[config.mk]
export PLATFORM = sky130hd
export DESIGN_NAME = cmip_wrr_sch
export DESIGN_NICKNAME = d
export VERILOG_FILES = /design/src/rtl/cmip_sch_pkg.sv /design/src/rtl/cmip_rr_pick.sv /design/src/rtl/cmip_wrr_sch.sv
export SDC_FILE = /design/constraint.sdc
export NUM_CORES = 1
export LEC_CHECK = 0
export ABC_AREA = 1
export CAP_MARGIN = 10
export CORE_UTILIZATION = 50
export CTS_CLUSTER_DIAMETER = 60
export DETAILED_ROUTE_END_ITERATION = 7
export PLACE_DENSITY = 0.84
export RECOVER_POWER = 50
export SYNTH_ARGS = -nofsm -noshare
export SYNTH_HDL_FRONTEND = slang
export SYNTH_SLANG_ARGS = --single-unit
[constraint.sdc]
create_clock -name i_clk -period 8.9 [get_ports i_clk]
set_input_delay 1.335 -clock i_clk [delete_from_list [all_inputs] [get_ports i_clk]]
set_output_delay 1.335 -clock i_clk [all_outputs]
set_load 0.1 [all_outputs]
[src/rtl/cmip_sch_pkg.sv]
// rtl/cmip_sch_pkg.sv - shared state encoding and helpers for the cmip schedulers
package cmip_sch_pkg;

  // Scheduler FSM encoding
  localparam logic [0:0] ST_UNLOCK = 1'b0;
  localparam logic [0:0] ST_LOCK   = 1'b1;

  // One-hot vector to binary index; an all-zero vector maps to 0
  function automatic logic [31:0] oh_to_idx(input logic [31:0] oh);
    logic [31:0] idx;
    idx = '0;
    for (int i = 0; i < 32; i++) begin
      if (oh[i]) idx = idx | 32'(i);
    end
    return idx;
  endfunction

  // A programmed weight of zero still grants one packet per turn
  function automatic logic [31:0] wgt_nz(input logic [31:0] w);
    return (w == 32'd0) ? 32'd1 : w;
  endfunction

endpackage

[src/rtl/cmip_rr_pick.sv]
// rtl/cmip_rr_pick.sv - combinational masked find-first-one round-robin picker
module cmip_rr_pick #(
  parameter int REQ_WDTH = 8,
  parameter int IDX_WDTH = 3
) (
  input  logic [REQ_WDTH-1:0] i_req,
  input  logic [IDX_WDTH:0]   i_ptr,
  output logic [REQ_WDTH-1:0] o_oh,
  output logic [IDX_WDTH-1:0] o_idx,
  output logic                o_vld
);
  import cmip_sch_pkg::*;

  localparam logic [REQ_WDTH-1:0] L_ONES = '1;
  localparam logic [REQ_WDTH-1:0] L_ONE  = REQ_WDTH'(1);

  logic [REQ_WDTH-1:0] w_masked;
  logic [REQ_WDTH-1:0] w_srch;

  // Requests at or above the pointer win first; a pointer of REQ_WDTH masks everything
  assign w_masked = i_req & (L_ONES << i_ptr);
  assign w_srch   = (|w_masked) ? w_masked : i_req;
  // Lowest set bit isolation
  assign o_oh     = w_srch & (~w_srch + L_ONE);
  assign o_idx    = IDX_WDTH'(oh_to_idx(32'(o_oh)));
  assign o_vld    = |i_req;

endmodule

[src/rtl/cmip_wrr_sch.sv]
// rtl/cmip_wrr_sch.sv - packet-aware weighted round-robin scheduler (optional CMIP_WRR_TMO_EN idle timeout)
module cmip_wrr_sch #(
  parameter int REQ_WDTH = 8,
  parameter int IDX_WDTH = 3,
  parameter int WGT_WDTH = 4,
  parameter int FLOP_OUT = 0,
  parameter int TMO_WDTH = 8
) (
  input  logic                         i_clk,
  input  logic                         i_rst_n,
  input  logic                         i_rdy,
  input  logic [REQ_WDTH-1:0]          i_req,
  input  logic                         i_eop,
  input  logic [REQ_WDTH*WGT_WDTH-1:0] i_wgt,
  output logic                         o_gnt_vld,
  output logic [REQ_WDTH-1:0]          o_gnt,
  output logic [IDX_WDTH-1:0]          o_gnt_idx,
  output logic                         o_lock,
  output logic                         o_tmo
);
  import cmip_sch_pkg::*;

  localparam logic [IDX_WDTH-1:0] L_LAST   = IDX_WDTH'(REQ_WDTH - 1);
  localparam logic [WGT_WDTH-1:0] L_CR_ONE = WGT_WDTH'(1);
  localparam logic [REQ_WDTH-1:0] L_ONE    = REQ_WDTH'(1);

  logic [0:0]          r_state;
  logic [IDX_WDTH:0]   r_ptr;
  logic [IDX_WDTH-1:0] r_cur;
  logic [WGT_WDTH-1:0] r_credit;
  logic                r_bnd;

  logic [REQ_WDTH-1:0] w_pk_oh;
  logic [IDX_WDTH-1:0] w_pk_idx;
  logic                w_pk_vld;
  logic [WGT_WDTH-1:0] w_wgt_arr [REQ_WDTH];
  logic [WGT_WDTH-1:0] w_wgt_eff;
  logic                w_req_cur;
  logic                w_gnt_vld;
  logic [REQ_WDTH-1:0] w_gnt;
  logic [IDX_WDTH-1:0] w_gnt_idx;
  logic                w_rel;
  logic                w_tmo_hit;

  function automatic logic [IDX_WDTH:0] f_next(input logic [IDX_WDTH-1:0] idx);
    return (idx == L_LAST) ? '0 : ((IDX_WDTH+1)'(idx) + (IDX_WDTH+1)'(1));
  endfunction

  cmip_rr_pick #(.REQ_WDTH(REQ_WDTH), .IDX_WDTH(IDX_WDTH)) u_pick (
    .i_req (i_req),
    .i_ptr (r_ptr),
    .o_oh  (w_pk_oh),
    .o_idx (w_pk_idx),
    .o_vld (w_pk_vld)
  );

  for (genvar k = 0; k < REQ_WDTH; k++) begin : g_wgt
    assign w_wgt_arr[k] = i_wgt[k*WGT_WDTH +: WGT_WDTH];
  end

  assign w_wgt_eff = WGT_WDTH'(wgt_nz(32'(w_wgt_arr[w_pk_idx])));
  assign w_req_cur = i_req[r_cur];

  // Grant selection: arbitration winner when unlocked, held channel when locked; forced quiet in reset
  always_comb begin
    w_gnt_vld = 1'b0;
    w_gnt     = '0;
    w_gnt_idx = '0;
    if (i_rst_n) begin
      if (r_state == ST_LOCK) begin
        w_gnt_vld = i_rdy & w_req_cur;
        w_gnt     = L_ONE << r_cur;
        w_gnt_idx = r_cur;
      end else begin
        w_gnt_vld = i_rdy & w_pk_vld;
        w_gnt     = w_pk_oh;
        w_gnt_idx = w_pk_idx;
      end
    end
  end

  // Leave LOCK on credit exhaustion, at an idle packet boundary, or on timeout
  assign w_rel = (w_gnt_vld && i_eop && (r_credit == L_CR_ONE)) ||
                 (r_bnd && !w_req_cur) || w_tmo_hit;

  // Lock/credit/pointer state machine
  always_ff @(posedge i_clk or negedge i_rst_n) begin
    if (!i_rst_n) begin
      r_state  <= ST_UNLOCK;
      r_ptr    <= '0;
      r_cur    <= '0;
      r_credit <= '0;
      r_bnd    <= 1'b0;
    end else if (r_state == ST_UNLOCK) begin
      if (w_gnt_vld) begin
        if (i_eop && (w_wgt_eff == L_CR_ONE)) begin
          r_ptr <= f_next(w_pk_idx);
        end else begin
          r_state  <= ST_LOCK;
          r_cur    <= w_pk_idx;
          r_credit <= w_wgt_eff - WGT_WDTH'(i_eop);
          r_bnd    <= i_eop;
        end
      end
    end else if (w_rel) begin
      r_state  <= ST_UNLOCK;
      r_ptr    <= f_next(r_cur);
      r_credit <= '0;
      r_bnd    <= 1'b0;
    end else if (w_gnt_vld) begin
      r_bnd <= i_eop;
      if (i_eop) r_credit <= r_credit - L_CR_ONE;
    end
  end

`ifdef CMIP_WRR_TMO_EN
  localparam logic [TMO_WDTH-1:0] L_TMO_LAST = {{(TMO_WDTH-1){1'b1}}, 1'b0};

  logic [TMO_WDTH-1:0] r_tmo_cnt;
  logic                r_tmo;

  // Fires on the cycle the stall counter would reach all-ones
  assign w_tmo_hit = (r_state == ST_LOCK) && !r_bnd && !w_req_cur && (r_tmo_cnt == L_TMO_LAST);

  // Count mid-packet stall cycles of the held channel; pulse o_tmo after a forced release
  always_ff @(posedge i_clk or negedge i_rst_n) begin
    if (!i_rst_n) begin
      r_tmo_cnt <= '0;
      r_tmo     <= 1'b0;
    end else begin
      r_tmo <= w_tmo_hit;
      if ((r_state == ST_UNLOCK) || w_req_cur || r_bnd || w_tmo_hit) r_tmo_cnt <= '0;
      else r_tmo_cnt <= r_tmo_cnt + TMO_WDTH'(1);
    end
  end

  assign o_tmo = r_tmo;
`else
  assign w_tmo_hit = 1'b0;
  assign o_tmo     = 1'b0;
`endif

  assign o_lock = (r_state == ST_LOCK);

  if (FLOP_OUT != 0) begin : g_flop
    logic                r_gnt_vld;
    logic [REQ_WDTH-1:0] r_gnt;
    logic [IDX_WDTH-1:0] r_gnt_idx;

    // Registered grant outputs, one cycle behind the decision
    always_ff @(posedge i_clk or negedge i_rst_n) begin
      if (!i_rst_n) begin
        r_gnt_vld <= 1'b0;
        r_gnt     <= '0;
        r_gnt_idx <= '0;
      end else begin
        r_gnt_vld <= w_gnt_vld;
        r_gnt     <= w_gnt;
        r_gnt_idx <= w_gnt_idx;
      end
    end

    assign o_gnt_vld = r_gnt_vld;
    assign o_gnt     = r_gnt;
    assign o_gnt_idx = r_gnt_idx;
  end else begin : g_comb
    assign o_gnt_vld = w_gnt_vld;
    assign o_gnt     = w_gnt;
    assign o_gnt_idx = w_gnt_idx;
  end

endmodule

==> metrics.txt <==
status completed; Worst-path clk slew ~0.060 ns; top_reg_cell synth dfrtp_1; Relative slew margins between 30% and 40%; Min-Delay Path Class flop to flop; Crit. Startpoint i_req[1]; asr flop ratio synth between 90% and 100%; DRC errors left 0; filler instances roughly 340; vias in the first global route 1,943; synthesized area roughly 2000 µm²; GRT overflow 0; layout cells sized above 1 10.11%; multi-input logic area roughly 1400 µm²; Synth Area per Inst approximately 6.3 µm²; Seq cells post-synth 13; slew of the pin with the lowest slew margin roughly 0.99 ns; FF-to-FF End r_credit[2]$_DFFE_PN0P_; RSZ-0062 raised after global routing no; critical path class input pin to output pin; die area approximately 4200 µm²; Peak VDD IR just under 0.2 mV; gp weighted congestion around 0.86; dpl hpwl 4120 µm; Num CTS Buffers 3; Setup Viol. Count Final 0; Tcrit/Tclk final around 71%; Yosys Warn Count 0; Power Density about 400 nW/µm²; row count 22; Cell Area, Placed approximately 2500 µm²; Worst setup SP type input pin; Post-synth EDFFs 0; Leak around 1.2 nW; Area Overhead vs Synth 30.18%; post-route setup TNS 0 ns; launching point of the worst reg2reg path r_ptr[1]$_DFFE_PN0P_; Reg2Reg Setup Slack between 4 and 5 ns; Gate Count Post-Synth roughly 310; area taken by flip-flops and latches around 330 µm²; Distinct cells, synth 41; worst skew pair latency about 0.25 ns; register area share after synthesis about 16%; final instance area about 2600 µm²; first-pass GRT wire length 8707 µm; Longest Clk Path Bufs 2; drt total wl 5155 µm; DRT iter0 DRCs 157; Worst Reg-to-Reg Cells 25; Worst Path Arrival 4.99 ns; CTS tree done; vias per inst between 5 and 6; Root Driver clkbuf_8; postcts setup bufs 0; top cells by count, synth 81 x nand2_1, 44 x inv_1, 32 x nand3_1, 20 x nor2_1, 18 x o21ai_0; post-route ant nets 0; hold_sp r_bnd$_DFFE_PN0P_; final net count 423; clock sink total 13; Die X ~65 µm; crit path capture type output pin; core box area 3716 µm²; top cell type's share of synthesized area around 16%; Post-CTS Hold Buffers 0; crit path time final between 6 and 7 ns; initial antenna violation count 0; fmax about 160 MHz; gr usage total a little over a quarter; DR vias between 2,000 and 2,500; Worst EP required between 7 and 8 ns; Final Max Slew Viols 0; pin count of the biggest net entering global routing 28; Synth area leaders dfrtp_1 16%, nand2_1 15%, inv_1 8.4%; hold path cells 2; Die Span Y between 60 and 70 µm; H-Tree Depth 1; max-cap check violation count 0; WL/cell approximately 12 µm; final hold viol count 0; clock skew between 0.006 and 0.007 ns; Resized Gates After CTS 0; Hold Crit Endpoint r_bnd$_DFFE_PN0P_; Initial Util approximately 53%; Synth Net Count around 370; Yosys top cell by area dfrtp_1; largest fanout on the critical path 10; drt pass-1 iters 4; cell with the most instances after synthesis nand2_1; Buffers on Ports 56; io pins 58; n_diodes 0
flip-flops by register name, summed over array words and instances (netlist names):
register / flops
r_ptr: 4
r_cur: 3
r_bnd: 1
r_credit: 4
o_lock: 1
metal layers:
layer | track usage, % | part of all wire, %
met5 | 0 | 0
met4 | 8.611 | 0.99
met3 | 2.641 | 5.3
met2 | 42.19 | 46
met1 | 36.35 | 48
worst max path at each step:
| stage | end | slack [ns] | cells past startpoint |
|---|---|---|---|
| 2_1_floorplan | o_gnt[7] | 3.05 | 12 |
| 3_3_place_gp | o_gnt_idx[2] | 2.98 | 14 |
| 3_5_place_dp | o_gnt_idx[2] | 2.92 | 14 |
| 4_1_cts | o_gnt_idx[2] | 2.92 | 14 |
| 5_1_grt | o_gnt_idx[2] | 2.28 | 16 |
| 6_report | o_gnt_idx[2] | 2.57 | 16 |
critical path: stages:
cell and delay, ns:
clkdlybuf4s50_1 0.44, inv_1 0.09, nor2_1 0.04, nand2_1 0.10
nand3_1 0.08, nor2_1 0.24, nand2_1 0.20, o21ai_0 0.36
nor2_1 0.09, nand2_1 0.13, inv_2 0.04, nand2_1 0.30
nand4_2 0.30, clkinv_1 0.18, a21oi_1 0.08, clkdlybuf4s50_1 0.99
layout make-up:
cell class / count / share of cell area (%)
inverter: 49 / 7.258
timing repair buffer: 56 / 21.82
sequential: 13 / 12.66
tap: 48 / 2.338
multi-input combinational: 244 / 54.16
clock buffer: 4 / 1.754
stage by stage:
step / util, % / hold slack [ns] / cells / worst slack (ns) / power [mW]
after floorplan: - / 0.4534 / 313 / 3.046 / 0.8157
after global placement: 68.59 / 0.4739 / 410 / 2.984 / 0.9715
after detailed placement: 68.59 / 0.4778 / 410 / 2.923 / 0.9807
after CTS: 69.80 / 0.4908 / 414 / 2.917 / 1.039
after global routing: 69.12 / 0.5355 / 414 / 2.282 / 1.138
final: 69.12 / 0.4903 / 414 / 2.572 / 1.031
cells by family (layout without fill, tap and decap cells):
kind of cell	count (synthesis)	after routing	synth area share [%]
DFF	13	13	16.49
buffers and inverters	56	109	11.73
AOI/OAI and AO/OA	53	53	16.74
and+or+nand+nor	176	176	46.35
adders and majority gates	12	12	7.609
xor gates and xnor gates	2	2	0.8879
other	1	1	0.1901
where the power goes:
| part | internal (mW) | switching, mW |
|---|---|---|
| clock | 0.0316 | 0.0213 |
| sequential | 0.0852 | 0.0411 |
| combinational | 0.264 | 0.588 |
layout by cell type (no fill, tap or decap), types with 2 or more instances in the layout:
master / instances
a211oi_1: 5
a21oi_1: 11
clkbuf_8: 3
clkdlybuf4s50_1: 54
clkinv_1: 2
dfrtp_1: 13
dlygate4sd3_1: 2
ha_1: 12
inv_1: 44
inv_2: 2
nand2_1: 83
nand2_2: 10
nand3_1: 33
nand3_2: 2
nand3_4: 2
nand4_1: 8
nor2_1: 21
nor2_2: 3
nor2_4: 6
nor4_1: 2
o21ai_0: 19
o21ai_1: 5
o22ai_1: 5
Note: power is estimated with default switching activity, not from simulation.
